===== src/rtl/dma_controller.sv =====
// Single-channel DMA sequencer: CPU-programmed word moves over the shared bus, DR/DAR handshake.
// Optional macro DMA_BURST_LIMIT_EN caps each bus tenure at BURST_LEN beats.
module dma_controller #(
  parameter int AW        = 32,
  parameter int DW        = 32,
  parameter int CNT_W     = 16,
  parameter int BURST_LEN = 8
) (
  input  logic          clk,
  input  logic          rst,
  input  logic          cfg_wr,
  input  logic [1:0]    cfg_addr,
  input  logic [DW-1:0] cfg_wdata,
  output logic [DW-1:0] cfg_rdata,
  output logic          DR,
  input  logic          DAR,
  output logic [AW-1:0] bus_addr,
  output logic          bus_rd,
  output logic          bus_wr,
  output logic [DW-1:0] bus_wdata,
  input  logic [DW-1:0] bus_rdata,
  input  logic          bus_ack,
  output logic          INT,
  output logic          MTM
);

  typedef enum logic [2:0] {
    S_IDLE,
    S_REQ,
    S_RD,
    S_WR,
    S_STEP,
    S_DONE
  } state_t;

  localparam logic [AW-1:0]    ADDR_INC = AW'(4);
  localparam logic [CNT_W-1:0] CNT_ONE  = CNT_W'(1);

  state_t r_state;
  state_t w_next;

  logic [AW-1:0]    r_src;
  logic [AW-1:0]    r_dst;
  logic [CNT_W-1:0] r_cnt;
  logic             r_mtm;
  logic [DW-1:0]    r_hold;

  logic w_cfg_en;
  logic w_start;
  logic w_gap;
  logic w_burst_full;

  assign w_cfg_en = cfg_wr && (r_state == S_IDLE);
  assign w_start  = w_cfg_en && (cfg_addr == 2'd3) && cfg_wdata[0];

  // Control state register
  always_ff @(posedge clk) begin
    if (rst) begin
      r_state <= S_IDLE;
    end else begin
      r_state <= w_next;
    end
  end

  always_comb begin
    w_next    = r_state;
    DR        = 1'b0;
    bus_rd    = 1'b0;
    bus_wr    = 1'b0;
    bus_addr  = '0;
    bus_wdata = '0;
    INT       = 1'b0;
    case (r_state)
      S_IDLE: begin
        if (w_start) begin
          w_next = (r_cnt == '0) ? S_DONE : S_REQ;
        end
      end
      S_REQ: begin
        DR = ~w_gap;
        if (!w_gap && DAR) begin
          w_next = S_RD;
        end
      end
      S_RD: begin
        DR       = 1'b1;
        bus_rd   = 1'b1;
        bus_addr = r_src;
        if (bus_ack) begin
          w_next = S_WR;
        end
      end
      S_WR: begin
        DR        = 1'b1;
        bus_wr    = 1'b1;
        bus_addr  = r_dst;
        bus_wdata = r_hold;
        if (bus_ack) begin
          w_next = S_STEP;
        end
      end
      S_STEP: begin
        DR = 1'b1;
        // Completion wins over a lost grant so the last word never re-requests the bus
        if (r_cnt <= CNT_ONE) begin
          w_next = S_DONE;
        end else if (!DAR || w_burst_full) begin
          w_next = S_REQ;
        end else begin
          w_next = S_RD;
        end
      end
      S_DONE: begin
        INT    = 1'b1;
        w_next = S_IDLE;
      end
      default: begin
        w_next = S_IDLE;
      end
    endcase
  end

  // Programmable registers and per-word address/count advance
  always_ff @(posedge clk) begin
    if (rst) begin
      r_src <= '0;
      r_dst <= '0;
      r_cnt <= '0;
      r_mtm <= 1'b0;
    end else begin
      if (w_cfg_en) begin
        case (cfg_addr)
          2'd0:    r_src <= cfg_wdata[AW-1:0];
          2'd1:    r_dst <= cfg_wdata[AW-1:0];
          2'd2:    r_cnt <= cfg_wdata[CNT_W-1:0];
          default: r_mtm <= cfg_wdata[1];
        endcase
      end
      if (r_state == S_STEP) begin
        if (r_cnt != '0) begin
          r_cnt <= r_cnt - CNT_ONE;
        end
        r_dst <= r_dst + ADDR_INC;
        if (r_mtm) begin
          r_src <= r_src + ADDR_INC;
        end
      end
      if (r_state == S_DONE) begin
        r_mtm <= 1'b0;
      end
    end
  end

  // Read data holding register
  always_ff @(posedge clk) begin
    if ((r_state == S_RD) && bus_ack) begin
      r_hold <= bus_rdata;
    end
  end

`ifdef DMA_BURST_LIMIT_EN
  localparam int BW = $clog2(BURST_LEN + 1);

  logic [BW-1:0] r_beats;
  logic          r_gap;

  // Beat counter restarts on every grant; a full tenure forces one DR-low cycle
  always_ff @(posedge clk) begin
    if (rst) begin
      r_beats <= '0;
      r_gap   <= 1'b0;
    end else begin
      if ((r_state == S_REQ) && !r_gap && DAR) begin
        r_beats <= '0;
      end else if (r_state == S_STEP) begin
        r_beats <= r_beats + BW'(1);
      end
      r_gap <= (r_state == S_STEP) && (w_next == S_REQ) && w_burst_full;
    end
  end

  assign w_gap        = r_gap;
  assign w_burst_full = (r_beats == BW'(BURST_LEN - 1));
`else
  logic w_unused_burst;

  assign w_gap          = 1'b0;
  assign w_burst_full   = 1'b0;
  assign w_unused_burst = (BURST_LEN > 0);
`endif

  assign MTM       = r_mtm;
  assign cfg_rdata = {(r_state != S_IDLE), {(DW-1-CNT_W){1'b0}}, r_cnt};

endmodule


===== config.mk =====
export PLATFORM = sky130hd
export DESIGN_NAME = dma_controller
export DESIGN_NICKNAME = d
export VERILOG_FILES = /design/src/rtl/dma_controller.sv
export SDC_FILE = /design/constraint.sdc
export NUM_CORES = 1
export LEC_CHECK = 0
export ABC_CLOCK_PERIOD_IN_PS = 2520
export CORE_UTILIZATION = 40
export CTS_BUF_LIST = sky130_fd_sc_hd__clkbuf_4 sky130_fd_sc_hd__clkbuf_8
export DETAILED_ROUTE_END_ITERATION = 7
export GPL_TIMING_DRIVEN = 1
export PLACE_DENSITY_LB_ADDON = 0.12
export SLEW_MARGIN = 25
export SYNTH_ARGS = -nofsm -noshare
export SYNTH_HDL_FRONTEND = slang
export SYNTH_SLANG_ARGS = --single-unit

===== constraint.sdc =====
create_clock -name clk -period 2.52 [get_ports clk]
set_clock_uncertainty 0.2 [all_clocks]
set_input_delay 0.504 -clock clk [delete_from_list [all_inputs] [get_ports clk]]
set_output_delay 0.504 -clock clk [all_outputs]
set_load 0.03 [all_outputs]

# --- Yosys cells after proc, flatten, opt, wreduce, memory -nomap -nowiden ---
# Cells that the tools add are included.
word_totals:
  in_bits: 71
  regBits: 116
  wordCells: 65
  output_inout_bits: 101
classes:
  n_reduce_logical: 17
  eq_ne: 12
  mux: 25
  magnitude_cmp: 1
  bitwise_logic: 1
  addsub: 3
ops:
  columns: ["cell", "count"]
  rows:
  - ["32-bit two-way mux", 8]
  - ["32-bit by 3-bit adder with 32-bit output (second input constant)", 2]
  - ["16-bit two-way mux", 4]
  - ["32-bit one-hot mux with 2 select lines", 1]
  - ["3-bit two-way mux", 6]
  - ["16-bit by 1-bit <= comparator with 1-bit output (second input constant)", 1]
  - ["16-bit zero test", 1]
  - ["16-bit nonzero test", 1]
  - ["16-bit by 1-bit subtractor with 16-bit output (second input constant)", 1]
  - ["3-bit one-hot mux with 5 select lines", 1]
  - ["2-bit inequality test (second input constant)", 4]
  - ["3-bit by 2-bit == test with 1-bit output (second input constant)", 2]
  - ["3-bit == test (second input constant)", 2]
  - ["2-bit == test (second input constant)", 2]
  - ["1-bit logical AND", 4]
  - ["1-bit two-way mux", 4]
  - ["2-bit AND reduction", 2]
  - ["4-bit AND reduction", 1]
  - ["2-bit nonzero test", 2]
  - ["4-bit OR reduction", 1]
  - ["3-bit by 1-bit == test with 1-bit output (second input constant)", 1]
  - ["3-bit zero test", 1]
  - ["3-bit nonzero test", 1]
  - ["3-bit OR reduction", 1]
  - ["other kinds (5)", 5]

# --- Longest topological paths before layout ---
# Gate-level depths: netlist of run 1.
depth:
  depth_word: 6
  depth_mapped: 8
  mapped_depth_nobuf: 7

# --- Worst setup path after synthesis of run 1 ---
# OpenSTA, ideal clock, no wires.
synth_path:
  path_kind: "flip-flop to flip-flop"
  start: "reg r_state[0]"
  end: "reg r_hold[0] (enable)"
  n_path_buf: 2
  arrival_time_ps: 2450
  path_stages_with_launch: 5
  setup_time_ps: 392
  synth_period_minus_slack_ps: 3042
  required_time_ps: 1928
  path_slack_ps: -522
  path_cell_list: "dfxtp_1 > clkbuf_1 > nor3b_1 > clkbuf_1 > and2_1"
synth_between:
  elab_chain_len: 2
synth_rtl:
  columns: ["item", "line", "rtl"]
  rows:
  - ["from (decl)", "39", "state_t r_state;"]
  - ["from (signal assigned)", "61", "r_state <= w_next;"]
  - ["3-bit by 2-bit == test with 1-bit output", "156", "if ((r_state == S_RD) && bus_ack) begin"]
  - ["1-bit logical AND", "156", null]
  - ["to (signal assigned)", "157", "r_hold <= bus_rdata;"]
  - ["to (decl)", "46", "logic [DW-1:0] r_hold;"]
# Every way passes these cells.
# A chain may end at the register's enable or synchronous reset.

# --- Worst setup path after layout of run 1 ---
layout_path:
  start: "reg r_state[0]"
  end: "out bus_addr[7]"
layout_between:
  elab_chain_len: 2
  elab_cells_between_ends: 3
  classes_between: "2 x eq/ne; 1 x mux"
layout_rtl:
  columns: ["item", "line", "rtl"]
  rows:
  - ["3-bit by 2-bit == test with 1-bit output", "73", "case (r_state)"]
  - ["32-bit one-hot mux with 2 select lines *", "73", null]
  - ["to (decl)", "17", "output logic [AW-1:0] bus_addr,"]
# Mark *: on every way between the ends. The rest lies on a longest branch, timed or not.

==> summary.md, run 1 <==
| Metric | Value |
|---|---|
| Pre-CTS setup slack | -0.288 ns |
| Core box area | 16100 um2 |
| Tmin final | 2.53 ns |
| Initial antenna violation count | 0 |
| Post-place instance area | 8670 um2 |
| Register area | 2650 um2 |
| Worst Setup SP | r_state[0]$_SDFFE_PP0P_ |
| Synth Area in Compound Gates | 24.7% |
| GR Util met2 | 46.1% |
| CTS tree | yes |
| # setup viols final | 5 |
| Synth unique cells | 70 |
| DR vias | 7416 |
| Run status | finished with violations |
| RSZ-0062 raised after global routing | true |
| Cells after Synth | 792 |
| VDD IR max | 549 uV |
| Hold Vio Cnt, Final | 0 |
| Reg clk slew, reported paths | 0.07 ns |
| Clock Tree Root | clkbuf_8 |
| CP Class | reg2out |
| Port Buffers | 156 |
| Die H | 131 um |
| Maxcap violations | 0 |
| Power consumption | 6.82 mW |
| Critical R2R Capture | r_src[2]$_SDFF_PP0_ |
| Area of the multi-input gates | 3780 um2 |
| CP max FO | 8 |
| CP cell instances | buf_6, and3b_2, buf_12, buf_16, a22o_1, buf_6 |
| Worst setup margin | -0.00724 ns |
| Reg2reg start | r_state[2]$_SDFFE_PP0P_ |
| FMAX | 396 MHz |
| Mux contribution to synthesized area | 0.977% |
| HP Class | reg2reg |
| Fillers | 1409 |
| Worst path most repeated cell | buf_6 |
| Routed Antenna Nets | 0 |
| Yosys reg bits | 116 |
| Most Crowded Layer GR | met2 |
| GR Overflow Total | 0 |
| Async S/R FF share, synth | 0% |
| Top Family by Delay on Critical Path | buffers and inverters |
| Setup crit start kind | flop |
| Post-Route Setup TNS | -0.0185 ns |
| Ports | 172 |
| H-tree levels | 4 |
| Initial drt markers | 725 |
| Slew HR | 42.9% |
| Hold endpoint | r_dst[0]$_SDFFE_PP0P_ |
| FF-to-FF setup slack | 0.13 ns |
| First drt pass iteration count | 5 |
| Vias/cell | 6.06 |
| CP required | 1.82 ns |
| Post-Syn Area per Cell | 8.41 um2 |
| Final instance area | 9630 um2 |
| CP max-delay cell | dfxtp_4 |
| Starting Density | 41.5% |
| Largest family of logic cells by synthesized area | simple AND/OR/NAND/NOR gates |
| Worst skew pair latency | 0.44 ns |
| Min-Delay Startpoint | r_dst[0]$_SDFFE_PP0P_ |
| YS warnings | 0 |
| Post-route DRC | 0 |
| Leak | 3.55 nW |
| Detailed Route WL | 25300 um |
| Max Root-Sink Buffers | 2 |
| Row count | 46 |
| Post-synth EDFFs | 32 |
| WP data arrival | 1.82 ns |
| Worst Setup End Kind | primary output |
| Seq/Total Area, Yosys | 39.7% |
| Hpwl dp | 17800 um |
| Bufs and invs on worst path | 4 |
| R2R depth | 8 |
| P per Cell Area | 708 nW/um2 |
| M3 GR Usage | 6.56% |
| Global-route wire length before repair | 37700 um |
| Synthesis-to-layout area growth | 44.7% |
| Layout cell share with drive strength beyond 1 | 22.5% |
| Worst hold path stage count | 2 |
| XOR/XNOR Fraction of Synth Area | 0.789% |
| Largest net degree at the start of global routing | 41 |
| Gpl congestion | 0.920 |
| Core Util, Final | 60.0% |
| Max stage delay on crit path | 0.36 ns |
| Vias in the first global route | 6993 |
| Synth Flop Type | dfxtp_1 |
| Fin. max-slew vios | 0 |
| Antenna cell count | 0 |
| Num CTS Buffers | 17 |
| GRT Total Usage | 29.3% |
| Layout Nets | 1071 |
| Worst slew pin tran | 0.854 ns |
| GRT met1 Usage | 37.2% |
| CTS Sinks | 116 |
| Failing checks | setup timing |
| Die footprint | 17200 um2 |
| Fin crit share | 100% |
| CTS hold repair buffers | 0 |
| Cell area after synthesis | 6660 um2 |
| Area share of fa/ha/maj cells after synthesis | 0.939% |
| Simple-Gate Fraction of Synth Area | 26.7% |
| WL/cell | 20.7 um |
| Die width | 131 um |
==> synthesized netlist by cell type (6+ instances only) <==
cell / n / area (um2)
and2_1: 37 / 231
o21ai_0: 33 / 165
or3_1: 10 / 62.6
edfxtp_1: 32 / 961
a22oi_1: 7 / 52.6
a221oi_1: 10 / 87.6
a22o_1: 32 / 280
clkbuf_1: 40 / 150
and4_1: 8 / 70.1
buf_4: 16 / 120
a21oi_1: 65 / 325
nand3_1: 33 / 165
nand4_1: 19 / 119
a311oi_1: 11 / 96.3
a32oi_1: 6 / 52.6
and3_1: 15 / 93.8
nand2_1: 71 / 267
nor3_1: 29 / 145
nor2_1: 64 / 240
dfxtp_1: 84 / 1680
a211oi_1: 8 / 60.1
inv_1: 9 / 33.8
nor4_1: 15 / 93.8
o211ai_1: 11 / 82.6
buf_2: 14 / 70.1
nor3b_1: 7 / 52.6
a31oi_1: 20 / 125
==> report_power, final <==
| group | switching, mW | leakage [nW] | internal, mW | total, mW |
|---|---|---|---|---|
| Sequential | 0.276 | 0.973 | 2.17 | 2.44 |
| Clock | 0.797 | 0.195 | 0.909 | 1.71 |
| Combinational | 1.49 | 2.38 | 1.17 | 2.67 |
==> layout make-up <==
type                            instances  area share, %
Clock buffer                           19           2.65
Clock inverter                         12           1.39
Inverter                                9          0.351
Multi-Input combinational cell        607           39.2
Sequential cell                       116           27.5
Tap cell                              216           2.81
Timing Repair Buffer                  244           26.1
==> logic make-up (layout without fill, tap and decap cells) <==
family                   Yosys count  after routing
other                              1             15
flip-flops                       116            116
XOR/XNOR                           6              6
multiplexers                       6              6
buffers and inverters             83            284
adder cells (fa/ha/maj)            5              5
AO/OA/AOI/OAI                    239            239
AND/OR/NAND/NOR                  336            336
==> cell usage in the layout, fill, tap and decap left out, types with 6 or more instances in the layout <==
cell | netlist | routed
inv_1 | 9 | 9
and2_4 | 0 | 7
o211ai_1 | 11 | 11
nor3_1 | 29 | 29
dfxtp_1 | 84 | 82
and4_1 | 8 | 8
a211oi_1 | 8 | 8
nor2_1 | 64 | 64
nand3_1 | 33 | 33
a22oi_1 | 7 | 7
edfxtp_1 | 32 | 32
conb_1 | 1 | 15
a221oi_1 | 10 | 10
a22o_1 | 32 | 24
buf_12 | 0 | 11
and2_1 | 37 | 30
nand4_1 | 19 | 19
buf_4 | 16 | 76
buf_6 | 3 | 62
a32oi_1 | 6 | 6
clkbuf_8 | 0 | 18
a21oi_1 | 65 | 65
o21ai_0 | 33 | 33
or3_1 | 10 | 10
a31oi_1 | 20 | 20
nor4_1 | 15 | 15
a22o_4 | 0 | 8
nand2_1 | 71 | 71
a311oi_1 | 11 | 11
clkdlybuf4s50_1 | 0 | 86
and3_1 | 15 | 15
==> routing by layer <==
metal  wire (um)  vias up
met2       11500      417
met5           0        -
met1       10300     3550
met4        1190        0
met3        2270       72
li1            -     3377
==> tightest hold or removal path, stage by stage, from the launching register on <==
cell and delay, ns:
dfxtp_1 0.31, nand2_1 0.05, a21oi_1 0.05
==> per-stage QoR <==
step,hold WS [ns],instances
after floorplan,0.236,806
after global placement,0.241,1175
after detailed placement,0.253,1175
after CTS,0.263,1222
after global routing,0.292,1223
final,0.264,1223
==> repair_timing <==
item,4_1_cts,5_1_grt
gates resized for setup,46,48
cloned,3,2
setup endpoints to repair,69,72
setup buffers,13,0
pin swaps,2,15
==> registers in the layout, indices dropped and copies added (netlist names) <==
| register | count |
|---|---|
| r_hold | 32 |
| r_state | 3 |
| r_src | 32 |
| r_dst | 32 |
| r_cnt | 16 |
| MTM | 1 |
==> worst max-delay path by stage <==
stage / to / slack, ns / cells after the start
2_1_floorplan: bus_addr[0] / 0.05 / 4
3_3_place_gp: r_src[2]$_SDFF_PP0_ / -0.27 / 7
3_5_place_dp: r_src[2]$_SDFF_PP0_ / -0.29 / 7
4_1_cts: bus_addr[25] / -0.05 / 6
5_1_grt: bus_addr[31] / -0.08 / 6
6_report: bus_addr[7] / -0.007 / 6
Power figures use the tool's default switching activity.
==> run 2, diff against run 1 <==
--- a/config.mk
+++ b/config.mk
@@ -6,7 +6,7 @@
 export NUM_CORES = 1
 export LEC_CHECK = 0
 export ABC_CLOCK_PERIOD_IN_PS = 2520
-export CORE_UTILIZATION = 40
+export CORE_UTILIZATION = 46
 export CTS_BUF_LIST = sky130_fd_sc_hd__clkbuf_4 sky130_fd_sc_hd__clkbuf_8
 export DETAILED_ROUTE_END_ITERATION = 7
 export GPL_TIMING_DRIVEN = 1
==> run 2 against run 1 <==
The run ends with DRC, setup timing left. Power is 0.54% lower. Register-to-register slack hardly changed. Design area is 1.6% lower. Die area is 13% lower. Critical path depth is 1 lower. Utilization is 7.8 points higher. Sequential share of layout area is 0.48 points higher. Combinational power is 9.4% lower. Clock power is 9.9% higher. Global-route usage is 1.7 points higher. Hold slack worse by 0.00053 ns. Fmax is 2.3% lower. Critical endpoint is now bus_addr[20]. Highest routed layer unchanged.
==> summary.md, run 2 (same netlist as run 1, synthesis figures left out) <==
| Metric | Value |
|---|---|
| GRT Total Usage | 31.1% (was 29.3%) |
| Bufs and invs on worst path | 3 (was 4) |
| Synthesis-to-layout area growth | 42.4% (was 44.7%) |
| Global-route wire length before repair | 35200 um (was 37700 um) |
| Port Buffers | 156 (unchanged) |
| RSZ-0062 raised after global routing | true (unchanged) |
| Reg2reg start | r_state[2]$_SDFFE_PP0P_ (unchanged) |
| GR Overflow Total | 0 (unchanged) |
| Row count | 43 (was 46) |
| H-tree levels | 4 (unchanged) |
| Top Family by Delay on Critical Path | buffers and inverters (unchanged) |
| Fin crit share | 103% (was 100%) |
| WL/cell | 19.9 um (was 20.7 um) |
| P per Cell Area | 715 nW/um2 (was 708 nW/um2) |
| Num CTS Buffers | 17 (unchanged) |
| R2R depth | 7 (was 8) |
| Setup crit start kind | flop (unchanged) |
| Min-Delay Startpoint | r_dst[1]$_SDFFE_PP0P_ (was r_dst[0]$_SDFFE_PP0P_) |
| Biggest registers after layout | r_dst: 32 flops, r_hold: 32 flops, r_src: 32 flops (unchanged) |
| CTS Sinks | 116 (unchanged) |
| Core box area | 14000 um2 (was 16100 um2) |
| Worst setup margin | -0.0655 ns (was -0.00724 ns) |
| Hpwl dp | 16100 um (was 17800 um) |
| Core Util, Final | 67.8% (was 60.0%) |
| CTS hold repair buffers | 0 (unchanged) |
| Pre-CTS setup slack | -0.287 ns (was -0.288 ns) |
| Ports | 172 (unchanged) |
| Layout cell share with drive strength beyond 1 | 22.0% (was 22.5%) |
| CP max-delay cell | and3b_4 (was dfxtp_4) |
| Commonest non-fill, non-tap cell in the layout | clkdlybuf4s50_1 (unchanged) |
| GR Util met2 | 48.9% (was 46.1%) |
| Failing checks | DRC, setup timing (was setup timing) |
| Largest net degree at the start of global routing | 45 (was 41) |
| Final instance area | 9480 um2 (was 9630 um2) |
| Die H | 122 um (was 131 um) |
| Run status | finished with violations (unchanged) |
| Routed Antenna Nets | 0 (unchanged) |
| Slew HR | 42.9% (about the same) |
| Die width | 122 um (was 131 um) |
| Vias/cell | 6.15 (was 6.06) |
| GRT met1 Usage | 39.2% (was 37.2%) |
| CP required | 1.82 ns (about the same) |
| CP max FO | 26 (was 8) |
| Placed Cells | 1128 (was 1175) |
| Worst Setup End Kind | primary output (unchanged) |
| Die footprint | 15000 um2 (was 17200 um2) |
| Max Root-Sink Buffers | 2 (unchanged) |
| Stages on the worst setup path | 5 (was 6) |
| Most frequent cells in the layout | 86 x clkdlybuf4s50_1, 81 x dfxtp_1, 71 x nand2_1 (was 86 x clkdlybuf4s50_1, 82 x dfxtp_1, 76 x buf_4) |
| CP cell instances | buf_6, and3b_4, buf_12, a22o_1, buf_4 (was buf_6, and3b_2, buf_12, buf_16, a22o_1, buf_6) |
| DR vias | 7218 (was 7416) |
| Layout Cells excl Fill | 1174 (was 1223) |
| Initial antenna violation count | 0 (unchanged) |
| Fin. max-slew vios | 0 (unchanged) |
| Gpl congestion | 0.926 (was 0.920) |
| Detailed Route WL | 23300 um (was 25300 um) |
| Antenna cell count | 0 (unchanged) |
| M3 GR Usage | 7.06% (was 6.56%) |
| Reg clk slew, reported paths | 0.07 ns (about the same) |
| Max stage delay on crit path | 0.38 ns (was 0.36 ns) |
| Clock Tree Root | clkbuf_8 (unchanged) |
| HP Class | reg2reg (unchanged) |
| CP Class | reg2out (unchanged) |
| Fillers | 1126 (was 1409) |
| # setup viols final | 48 (was 5) |
| Post-route DRC | 3 (was 0) |
| FMAX | 387 MHz (was 396 MHz) |
| First drt pass iteration count | 8 (was 5) |
| Power consumption | 6.78 mW (was 6.82 mW) |
| Initial drt markers | 710 (was 725) |
| Hold Vio Cnt, Final | 0 (unchanged) |
| WP data arrival | 1.88 ns (was 1.82 ns) |
| Most Crowded Layer GR | met2 (unchanged) |
| Worst slew pin tran | 0.854 ns (about the same) |
| Starting Density | 47.6% (was 41.5%) |
| Leak | 3.48 nW (was 3.55 nW) |
| Vias in the first global route | 6675 (was 6993) |
| Post-place instance area | 8540 um2 (was 8670 um2) |
| Worst Setup SP | r_state[2]$_SDFFE_PP0P_ (was r_state[0]$_SDFFE_PP0P_) |
| VDD IR max | 681 uV (was 549 uV) |
| Worst hold path stage count | 2 (unchanged) |
| Maxcap violations | 0 (unchanged) |
| Layout Nets | 1057 (was 1071) |
| CTS tree | yes (unchanged) |
| Worst skew pair latency | 0.46 ns (was 0.44 ns) |
| Tmin final | 2.59 ns (was 2.53 ns) |
==> run 2: cell types whose count changed in the layout (fill, tap and decap cells not counted), sizes merged <==
cell | previous run | this run
clkbuf | 21 | 22
buf | 153 | 140
dlymetal6s2s | 0 | 2
dlygate4sd2 | 3 | 0
bufinv | 2 | 4
clkinv | 8 | 6
==> run 2: cell type report <==
cell class / instances / area, um2 / share of cell area [%]
Clock buffer: 20 / 256 / 2.71
Clock inverter: 12 / 161 / 1.70
Inverter: 9 / 33.8 / 0.356
Multi-Input combinational cell: 607 / 3750 / 39.6
Sequential cell: 116 / 2650 / 28.0
Tap cell: 180 / 225 / 2.38
Timing Repair Buffer: 230 / 2400 / 25.3
==> run 2: where the power goes <==
group          internal [mW]  total, mW  switching [mW]
clock                   1.09       1.88           0.783
combinational           1.05       2.42            1.37
sequential              2.17       2.48           0.313
==> run 2: what timing repair did <==
action                                 in CTS  in global routing
setup buffers                               5                  4
resized for setup                          73                 25
endpoints found under the hold margin       0                  0
setup endpoints to repair                  68                 65
cloned                                      5                  1
pin swaps                                  11                 13
==> run 2: per-stage QoR <==
stage	TNS, ns	hold slack (ns)
5_1_grt	-3.83	0.290
2_1_floorplan	0	0.236
6_report	-1.34	0.263
3_3_place_gp	-11.95	0.252
4_1_cts	-3.00	0.262
3_5_place_dp	-12.11	0.252
==> run 2: metal layers <==
metal  share of wire, %  vias up
li1                   -     3353
met1                 41     3347
met2                 46      435
met3                9.0       83
met4                4.5        0
met5                  0        -
==> run 2: worst paths after layout <==
kind | end | slack [ns]
max | bus_addr[20] | -0.07
min reg2reg | r_dst[1]$_SDFFE_PP0P_ | 0.26
min | r_dst[1]$_SDFFE_PP0P_ | 0.26
max reg2reg | r_dst[13]$_SDFFE_PP0P_ | 0.13
==> run 2: worst min-delay path: stages, from the launching register on <==
cell	delay (ns)
dfxtp_1	0.31
nand2_1	0.05
a21oi_1	0.05
